[src/rtl/systolic_result_drain_if.sv]
// Result stream from a column drain to its consumer: one word per
// valid/ready handshake, tagged with the row it came from.
interface systolic_result_drain_if #(
    parameter int DATA_W = 8,
    parameter int ROW_W  = 2
);
    logic [DATA_W-1:0] data;
    logic [ROW_W-1:0]  row;
    logic              valid;
    logic              ready;
    logic              last;

    modport master (output data, output row, output valid, output last, input ready);
    modport slave  (input data, input row, input valid, input last, output ready);
endinterface

[src/rtl/systolic_result_drain.sv]
// Drains one PE column: holds drain_mode high for ROWS cycles so the
// c_out chain shifts results down into a local buffer (bottom row first),
// then streams the buffer out over a valid/ready interface.
//
// state    | meaning
// ST_IDLE  | waiting for start
// ST_DRAIN | drain_mode high, capturing chain_in into mem[cnt]
// ST_SEND  | presenting mem[rd] until every word has been accepted
module systolic_result_drain #(
    parameter int ROWS   = 4,
    parameter int DATA_W = 8
) (
    input  logic                   clk,
    input  logic                   rst,
    input  logic                   start_i,
    input  logic [DATA_W-1:0]      chain_in_i,
    output logic                   drain_mode_o,
    output logic                   busy_o,
    output logic                   done_o,
    systolic_result_drain_if.master out_if
);
    localparam int ROW_W = $clog2(ROWS);
    localparam logic [ROW_W-1:0] LAST_IDX = ROW_W'(ROWS - 1);

    typedef enum logic [1:0] {ST_IDLE, ST_DRAIN, ST_SEND} state_t;

    state_t            state_q, state_d;
    logic [ROW_W-1:0]  cnt_q, cnt_d;
    logic [ROW_W-1:0]  rd_q, rd_d;
    logic [ROW_W-1:0]  rd_nxt;
    logic [DATA_W-1:0] mem_q [ROWS];
    logic [DATA_W-1:0] mem_d [ROWS];
    logic              drain_q, drain_d;
    logic              valid_q, valid_d;
    logic              last_q, last_d;
    logic              busy_q, busy_d;
    logic              done_q, done_d;
    logic [DATA_W-1:0] data_q, data_d;
    logic [ROW_W-1:0]  row_q, row_d;

    // State, counters, buffer and all registered outputs.
    always_ff @(posedge clk) begin
        if (rst) begin
            state_q <= ST_IDLE;
            cnt_q   <= '0;
            rd_q    <= '0;
            drain_q <= 1'b0;
            valid_q <= 1'b0;
            last_q  <= 1'b0;
            busy_q  <= 1'b0;
            done_q  <= 1'b0;
            data_q  <= '0;
            row_q   <= '0;
            for (int i = 0; i < ROWS; i++) begin
                mem_q[i] <= '0;
            end
        end else begin
            state_q <= state_d;
            cnt_q   <= cnt_d;
            rd_q    <= rd_d;
            drain_q <= drain_d;
            valid_q <= valid_d;
            last_q  <= last_d;
            busy_q  <= busy_d;
            done_q  <= done_d;
            data_q  <= data_d;
            row_q   <= row_d;
            mem_q   <= mem_d;
        end
    end

    // Next state and next registered outputs; outputs are computed one
    // cycle ahead so the first word is already presented on entry to SEND.
    always_comb begin
        state_d = state_q;
        cnt_d   = cnt_q;
        rd_d    = rd_q;
        mem_d   = mem_q;
        drain_d = drain_q;
        valid_d = valid_q;
        last_d  = last_q;
        busy_d  = busy_q;
        done_d  = 1'b0;
        data_d  = data_q;
        row_d   = row_q;
        rd_nxt  = rd_q + ROW_W'(1);
        case (state_q)
            ST_IDLE: begin
                if (start_i) begin
                    state_d = ST_DRAIN;
                    drain_d = 1'b1;
                    busy_d  = 1'b1;
                    cnt_d   = '0;
                end
            end
            ST_DRAIN: begin
                mem_d[cnt_q] = chain_in_i;
                if (cnt_q == LAST_IDX) begin
                    // mem[0] was captured on an earlier edge since ROWS >= 2.
                    state_d = ST_SEND;
                    cnt_d   = '0;
                    drain_d = 1'b0;
                    rd_d    = '0;
                    valid_d = 1'b1;
                    data_d  = mem_q[0];
                    row_d   = LAST_IDX;
                    last_d  = 1'b0;
                end else begin
                    cnt_d = cnt_q + ROW_W'(1);
                end
            end
            ST_SEND: begin
                if (out_if.ready) begin
                    if (rd_q == LAST_IDX) begin
                        state_d = ST_IDLE;
                        rd_d    = '0;
                        valid_d = 1'b0;
                        last_d  = 1'b0;
                        busy_d  = 1'b0;
                        done_d  = 1'b1;
                    end else begin
                        rd_d   = rd_nxt;
                        data_d = mem_q[rd_nxt];
                        row_d  = LAST_IDX - rd_nxt;
                        last_d = (rd_nxt == LAST_IDX);
                    end
                end
            end
            default: state_d = ST_IDLE;
        endcase
    end

    assign drain_mode_o = drain_q;
    assign busy_o       = busy_q;
    assign done_o       = done_q;
    assign out_if.data  = data_q;
    assign out_if.row   = row_q;
    assign out_if.valid = valid_q;
    assign out_if.last  = last_q;

endmodule
[src/flat_wrapper.sv]
// flat-port wrapper written by rule: the top's interface ports become plain ports
module systolic_result_drain_flat 
#(
    parameter int ROWS   = 4,
    parameter int DATA_W = 8
)
  (clk, rst, start_i, chain_in_i, drain_mode_o, busy_o, done_o, out_if_data, out_if_row, out_if_valid, out_if_last, out_if_ready);
  systolic_result_drain_if #(.DATA_W(DATA_W)) out_if_i ();
  input  logic clk;
  input  logic rst;
  input  logic start_i;
  input  logic [DATA_W-1:0] chain_in_i;
  output logic drain_mode_o;
  output logic busy_o;
  output logic done_o;
  output wire logic [$bits(out_if_i.data)-1:0] out_if_data;
  output wire logic [$bits(out_if_i.row)-1:0] out_if_row;
  output wire logic [$bits(out_if_i.valid)-1:0] out_if_valid;
  output wire logic [$bits(out_if_i.last)-1:0] out_if_last;
  input wire logic [$bits(out_if_i.ready)-1:0] out_if_ready;
  assign out_if_data = out_if_i.data;
  assign out_if_row = out_if_i.row;
  assign out_if_valid = out_if_i.valid;
  assign out_if_last = out_if_i.last;
  assign out_if_i.ready = out_if_ready;
  systolic_result_drain #(.ROWS(ROWS), .DATA_W(DATA_W)) u_core (.clk(clk), .rst(rst), .start_i(start_i), .chain_in_i(chain_in_i), .drain_mode_o(drain_mode_o), .busy_o(busy_o), .done_o(done_o), .out_if(out_if_i));
endmodule
[config.mk]
export PLATFORM = sky130hd
export DESIGN_NAME = systolic_result_drain_flat
export DESIGN_NICKNAME = d
export VERILOG_FILES = /design/src/rtl/systolic_result_drain_if.sv /design/src/rtl/systolic_result_drain.sv /design/src/flat_wrapper.sv
export SDC_FILE = /design/constraint.sdc
export NUM_CORES = 1
export LEC_CHECK = 0
export CORE_MARGIN = 4
export CORE_UTILIZATION = 26
export CTS_CLUSTER_SIZE = 24
export DETAILED_ROUTE_END_ITERATION = 8
export SYNTH_ARGS = -nofsm -noshare
export SYNTH_HDL_FRONTEND = slang
export SYNTH_SLANG_ARGS = --single-unit
[constraint.sdc]
create_clock -name clk -period 3.1 [get_ports clk]
set_clock_uncertainty 0.2 [all_clocks]
set_input_delay 0.93 -clock clk [delete_from_list [all_inputs] [get_ports clk]]
set_output_delay 0.93 -clock clk [all_outputs]
set_load 0.02 [all_outputs]
# Word-level counts from Yosys, hierarchy flattened
# Index checks and enable logic that the tools add are counted.
# totals
reg_bits	53
elab_cells	85
output_inout_bits	15
in_bits	12
# op_classes
n_eq_ne	10
reduce_logical	13
n_mux	38
add_sub_neg	3
n_lt_le_gt_ge	3
n_bitwise	4
# op_table
operator	count
$mux W8	6
$bwmux W32	1
$mux W2	12
$bmux W8 S2	1
$demux W8 S2	1
$pmux W8 S2	1
$reduce_and A4 Y1	4
$pmux W2 S2	3
$eq A2 B2 Y1 const B	4
$mux W1	8
$pmux W1 S2	4
$ge A3 B3 Y1 const B	2
$ne A2 B2 Y1 const B	3
$not A2 Y3	2
$pmux W2 S3	1
$reduce_and A3 Y1	2
$reduce_bool A2 Y1	3
$add A2 B1 Y2 const B	2
$ne A2 B1 Y1 const B	2
$lt A3 B1 Y1 const B	1
$reduce_or A3 Y1	1
$eq A2 B1 Y1 const B	1
$logic_not A2 Y1	1
$not A1 Y1	2
other kinds (3)	3

# Longest topological paths before layout
# logic_depth
ltp_word	8
mapped_depth	8

# Worst setup path before layout
# No wires, ideal clock.
# synth_path
path_type	reg2reg
from	register u_core.rd_q[0]
to	register u_core.data_q[0], in the netlist u_core.out_if.data[0]
setup_time_ps	135
synth_period_minus_slack_ps	2094
setup_slack_ps	1006
stages_incl_launch_ff	8
n_path_buf	2
arrival_time_ps	1759
path_cell_list	dfxtp_1 -> buf_4 -> inv_1 -> ha_1 -> buf_4 -> mux4_2 -> nand2_1 -> a311oi_1
# synth_between
elab_chain_len	8
elab_cells_between_ends	11
# synth_lines
element	line_no	rtl
start: declaration	systolic_result_drain.sv:29	logic [ROW_W-1:0] rd_q, rd_d;
start signal: assignment	systolic_result_drain.sv:60	rd_q <= rd_d;
$add A2 B1 Y2	systolic_result_drain.sv:86	rd_nxt = rd_q + ROW_W'(1);
$not A2 Y3 (implied by the code)	systolic_result_drain.sv:123	data_d = mem_q[rd_nxt];
$bmux W8 S2	systolic_result_drain.sv:123	
$mux W8 (implied by the code) (2 in a row)	systolic_result_drain.sv:123	
$mux W8	systolic_result_drain.sv:114	if (rd_q == LAST_IDX) begin
$mux W8	systolic_result_drain.sv:113	if (out_if.ready) begin
$pmux W8 S2	systolic_result_drain.sv:87	case (state_q)
end signal: assignment	systolic_result_drain.sv:66	data_q <= data_d;
end: declaration	systolic_result_drain.sv:38	logic [DATA_W-1:0] data_q, data_d;
# Several ways; a longest one is shown, not always the timed one. The select of a mux whose other input is x is not followed.
# A chain may end at the register's enable or synchronous reset.

# Final worst setup path
# layout_path
from	register u_core.data_q[7], in the netlist u_core.out_if.data[7]
to	output out_if_data[7]
# layout_rtl
element	line_no	rtl
end: declaration	flat_wrapper.sv:16	output wire logic [$bits(out_if_i.data)-1:0] out_if_data;
# No word-level cell between the ends.

==> metrics <==
Post-Syn Area ~0.0024 mm2; wire length per cell 14.24 um; total gr overflow 0; PnR worst setup slack between 600 and 700 ps; Slew headroom 0.6115; layout cells sized above 1 0.09153; P_leak 0.9098 nW; CTS clk-pin slew, worst paths ~100 ps; worst hold path type flip-flop to flip-flop; crit-path max FO 2; antenna-violating nets left 0; area share of the largest cell type after synthesis 0.4428; largest net degree at the start of global routing 29; post-CTS setup buffer count 0; clk_lat worst skew 310 ps; setup tns final 0 ps; CP max stage delay 610 ps; cell taking the most area after synthesis dfxtp_1; Core Box Area 0.008848 mm2; RePlAce Congestion 0.7794; number of max-cap violations 0; H-tree levels 2; maximum vdd drop 0.0001801 V; Die W roughly 100 um; Buffers & Inverters on Critical Path 1; Syn Nets 298; Crit Path Class flip-flop to output pin; FF+latch count, synth 53; sequential fraction of the synthesis area 0.4428; Post-Place Setup Slack 392.3 ps; Pre-Repair DR Iteration Count 4; Vias approximately 1.9k; initial antenna violation count 0; multiplexer share of the synthesized area 0.05953; WP data arrival 1290 ps; DP HPWL approximately 4000 um; Post-synth ARST share 0; Primary FF master, synth dfxtp_1; delay-heaviest family, CP buffers and inverters; Layout Cells excl Fill 403; Routed WL 5740 um; Synth Area in Compound Gates 0.1666; Critical Path, Cell by Cell clkdlybuf4s50_1; TritonCTS clock tree built; Syn Area/Cell 8.619 um2; first-pass GRT wire length between 9000 and 10,000 um; clk buf depth 2; IO Pins 27; clock sink count 53; fmax 412.4 MHz; final net count 314; Simple-Gate Fraction of Synth Area 0.2345; critical path's slowest cell clkdlybuf4s50_1; placed cell area 0.002696 mm2; Synth Warn # 0; iteration-0 DRC count of the detailed router about 140; Root Buffer clkbuf_8; Synth Instances ~280; max-slew violations 0; Critical Path RT 1970 ps; number of flops mapped to enable cells by yosys 0; Die ar. roughly 0.011 mm2; row count 34; Layout area overhead 16.29%; total power 0.001208 W; final std cell area, no fill between 0.002 and 0.003 mm2; final setup vio count 0; buffers added on ports 26; critical path startpoint category flip-flop; status finished clean; Final min period 2425 ps; Vias/cell 4.816; top-count cell post-synth nand2_1; Hold-fix buffers, CTS 0; Final period util 0.7822; DRC viols 0; adder-cell share of the synthesized area 0.04178; Total Routing Usage GR 0.1055; PD cells around 430 mW/mm2; main combinational cell family by area after synthesis simple AND/OR/NAND/NOR gates; RSZ-0062 raised after global routing no; worst slew pin tran 582.7 ps; top cells by count, synth 58 x nand2_1, 53 x dfxtp_1, 41 x a21oi_1, 25 x nand3_1, 18 x nor2_1; Fin. Hold Viols 0; vias in the first global route 1,918; cts repair resizes 0; Worst setup EP type output pin; Area contributors post-synth dfxtp_1 44%, nand2_1 9.1%, a21oi_1 8.6%; count of cell types in the netlist 38; placed insts slightly below 400; height of the chip 104.0 um; total CTS buffers 5; diode count 0; Initial Utilization 0.2708; Post-Synth XOR/XNOR Area 0
[per-layer routing]
layer | up-vias | global-route usage | wire (um)
met3 | 5 | 0.02297 | 268
li1 | 993 | - | -
met4 | 0 | 0.04084 | 57
met2 | 44 | 0.1750 | 2716
met1 | 899 | 0.1334 | 2697
met5 | - | 0 | 0
[flip-flops by register name, summed over array words and instances (netlist names)]
register / flops
u_core.mem_q: 32
u_core.out_if.data: 8
u_core.rd_q: 2
u_core.out_if.last: 1
u_core.out_if.row: 2
u_core.drain_mode_o: 1
u_core.out_if.valid: 1
u_core.done_o: 1
u_core.state_q: 2
u_core.cnt_q: 2
u_core.busy_o: 1
[stage by stage]
stage / utilization / hold WS [ps]
2_1_floorplan: - / 232.0
3_3_place_gp: 0.3047 / 241.2
3_5_place_dp: 0.3047 / 246.8
4_1_cts: 0.3149 / 261.0
5_1_grt: 0.3149 / 277.6
6_report: 0.3149 / 259.5
[where the power goes]
part	leakage [nW]	switching (W)	internal (W)
logic	0.436	0.0000620	0.0000385
registers	0.429	0.0000140	0.000695
clock network	0.0445	0.000238	0.000161
total	0.910	0.000314	0.000894
[path summary, 6_finish.rpt]
check | to | cells past startpoint | slack (ps) | from
setup / recovery | out_if_data[7] | 1 | 680 | u_core.out_if.data[7]$_SDFFE_PP0P_
hold / removal | u_core.mem_q[15]$_SDFFE_PP0P_ | 2 | 260 | u_core.mem_q[15]$_SDFFE_PP0P_
setup reg to reg | u_core.out_if.data[2]$_SDFFE_PP0P_ | 5 | 930 | u_core.rd_q[0]$_SDFFE_PP0P_
hold reg to reg | u_core.mem_q[15]$_SDFFE_PP0P_ | 2 | 260 | u_core.mem_q[15]$_SDFFE_PP0P_
[placed cells by master, fill, tap and decap left out, types with 2 or more instances in the layout]
| cell | instances |
|---|---|
| nand2b_1 | 2 |
| or3_1 | 3 |
| buf_4 | 3 |
| clkbuf_8 | 5 |
| nand2_1 | 58 |
| nor2b_1 | 2 |
| a21oi_1 | 41 |
| nand2_2 | 3 |
| o21ai_0 | 3 |
| nand3_1 | 25 |
| ha_1 | 8 |
| mux2i_1 | 3 |
| nor3_1 | 2 |
| a311oi_1 | 5 |
| nor2_1 | 18 |
| dfxtp_1 | 53 |
| clkdlybuf4s50_1 | 25 |
| a22oi_1 | 2 |
| a211oi_1 | 3 |
| inv_1 | 5 |
| o21bai_1 | 2 |
| mux4_2 | 5 |
| o2111ai_1 | 2 |
[area by class of cell]
class | count | area (um2)
fill | 961 | 6062
tap | 108 | 135.1
clock buffer | 5 | 68.82
sequential | 53 | 1061
clock inverter | 3 | 21.27
timing repair buffer | 29 | 277.8
inverter | 5 | 18.77
multi-input combinational | 200 | 1204
[logic make-up after synthesis]
family	Yosys count
DFF	53
and+or+nand+nor	120
muxes	8
adders and majority gates	8
buffers and inverters	25
AOI/OAI and AO/OA	64
(Power assumes the default switching activity.)
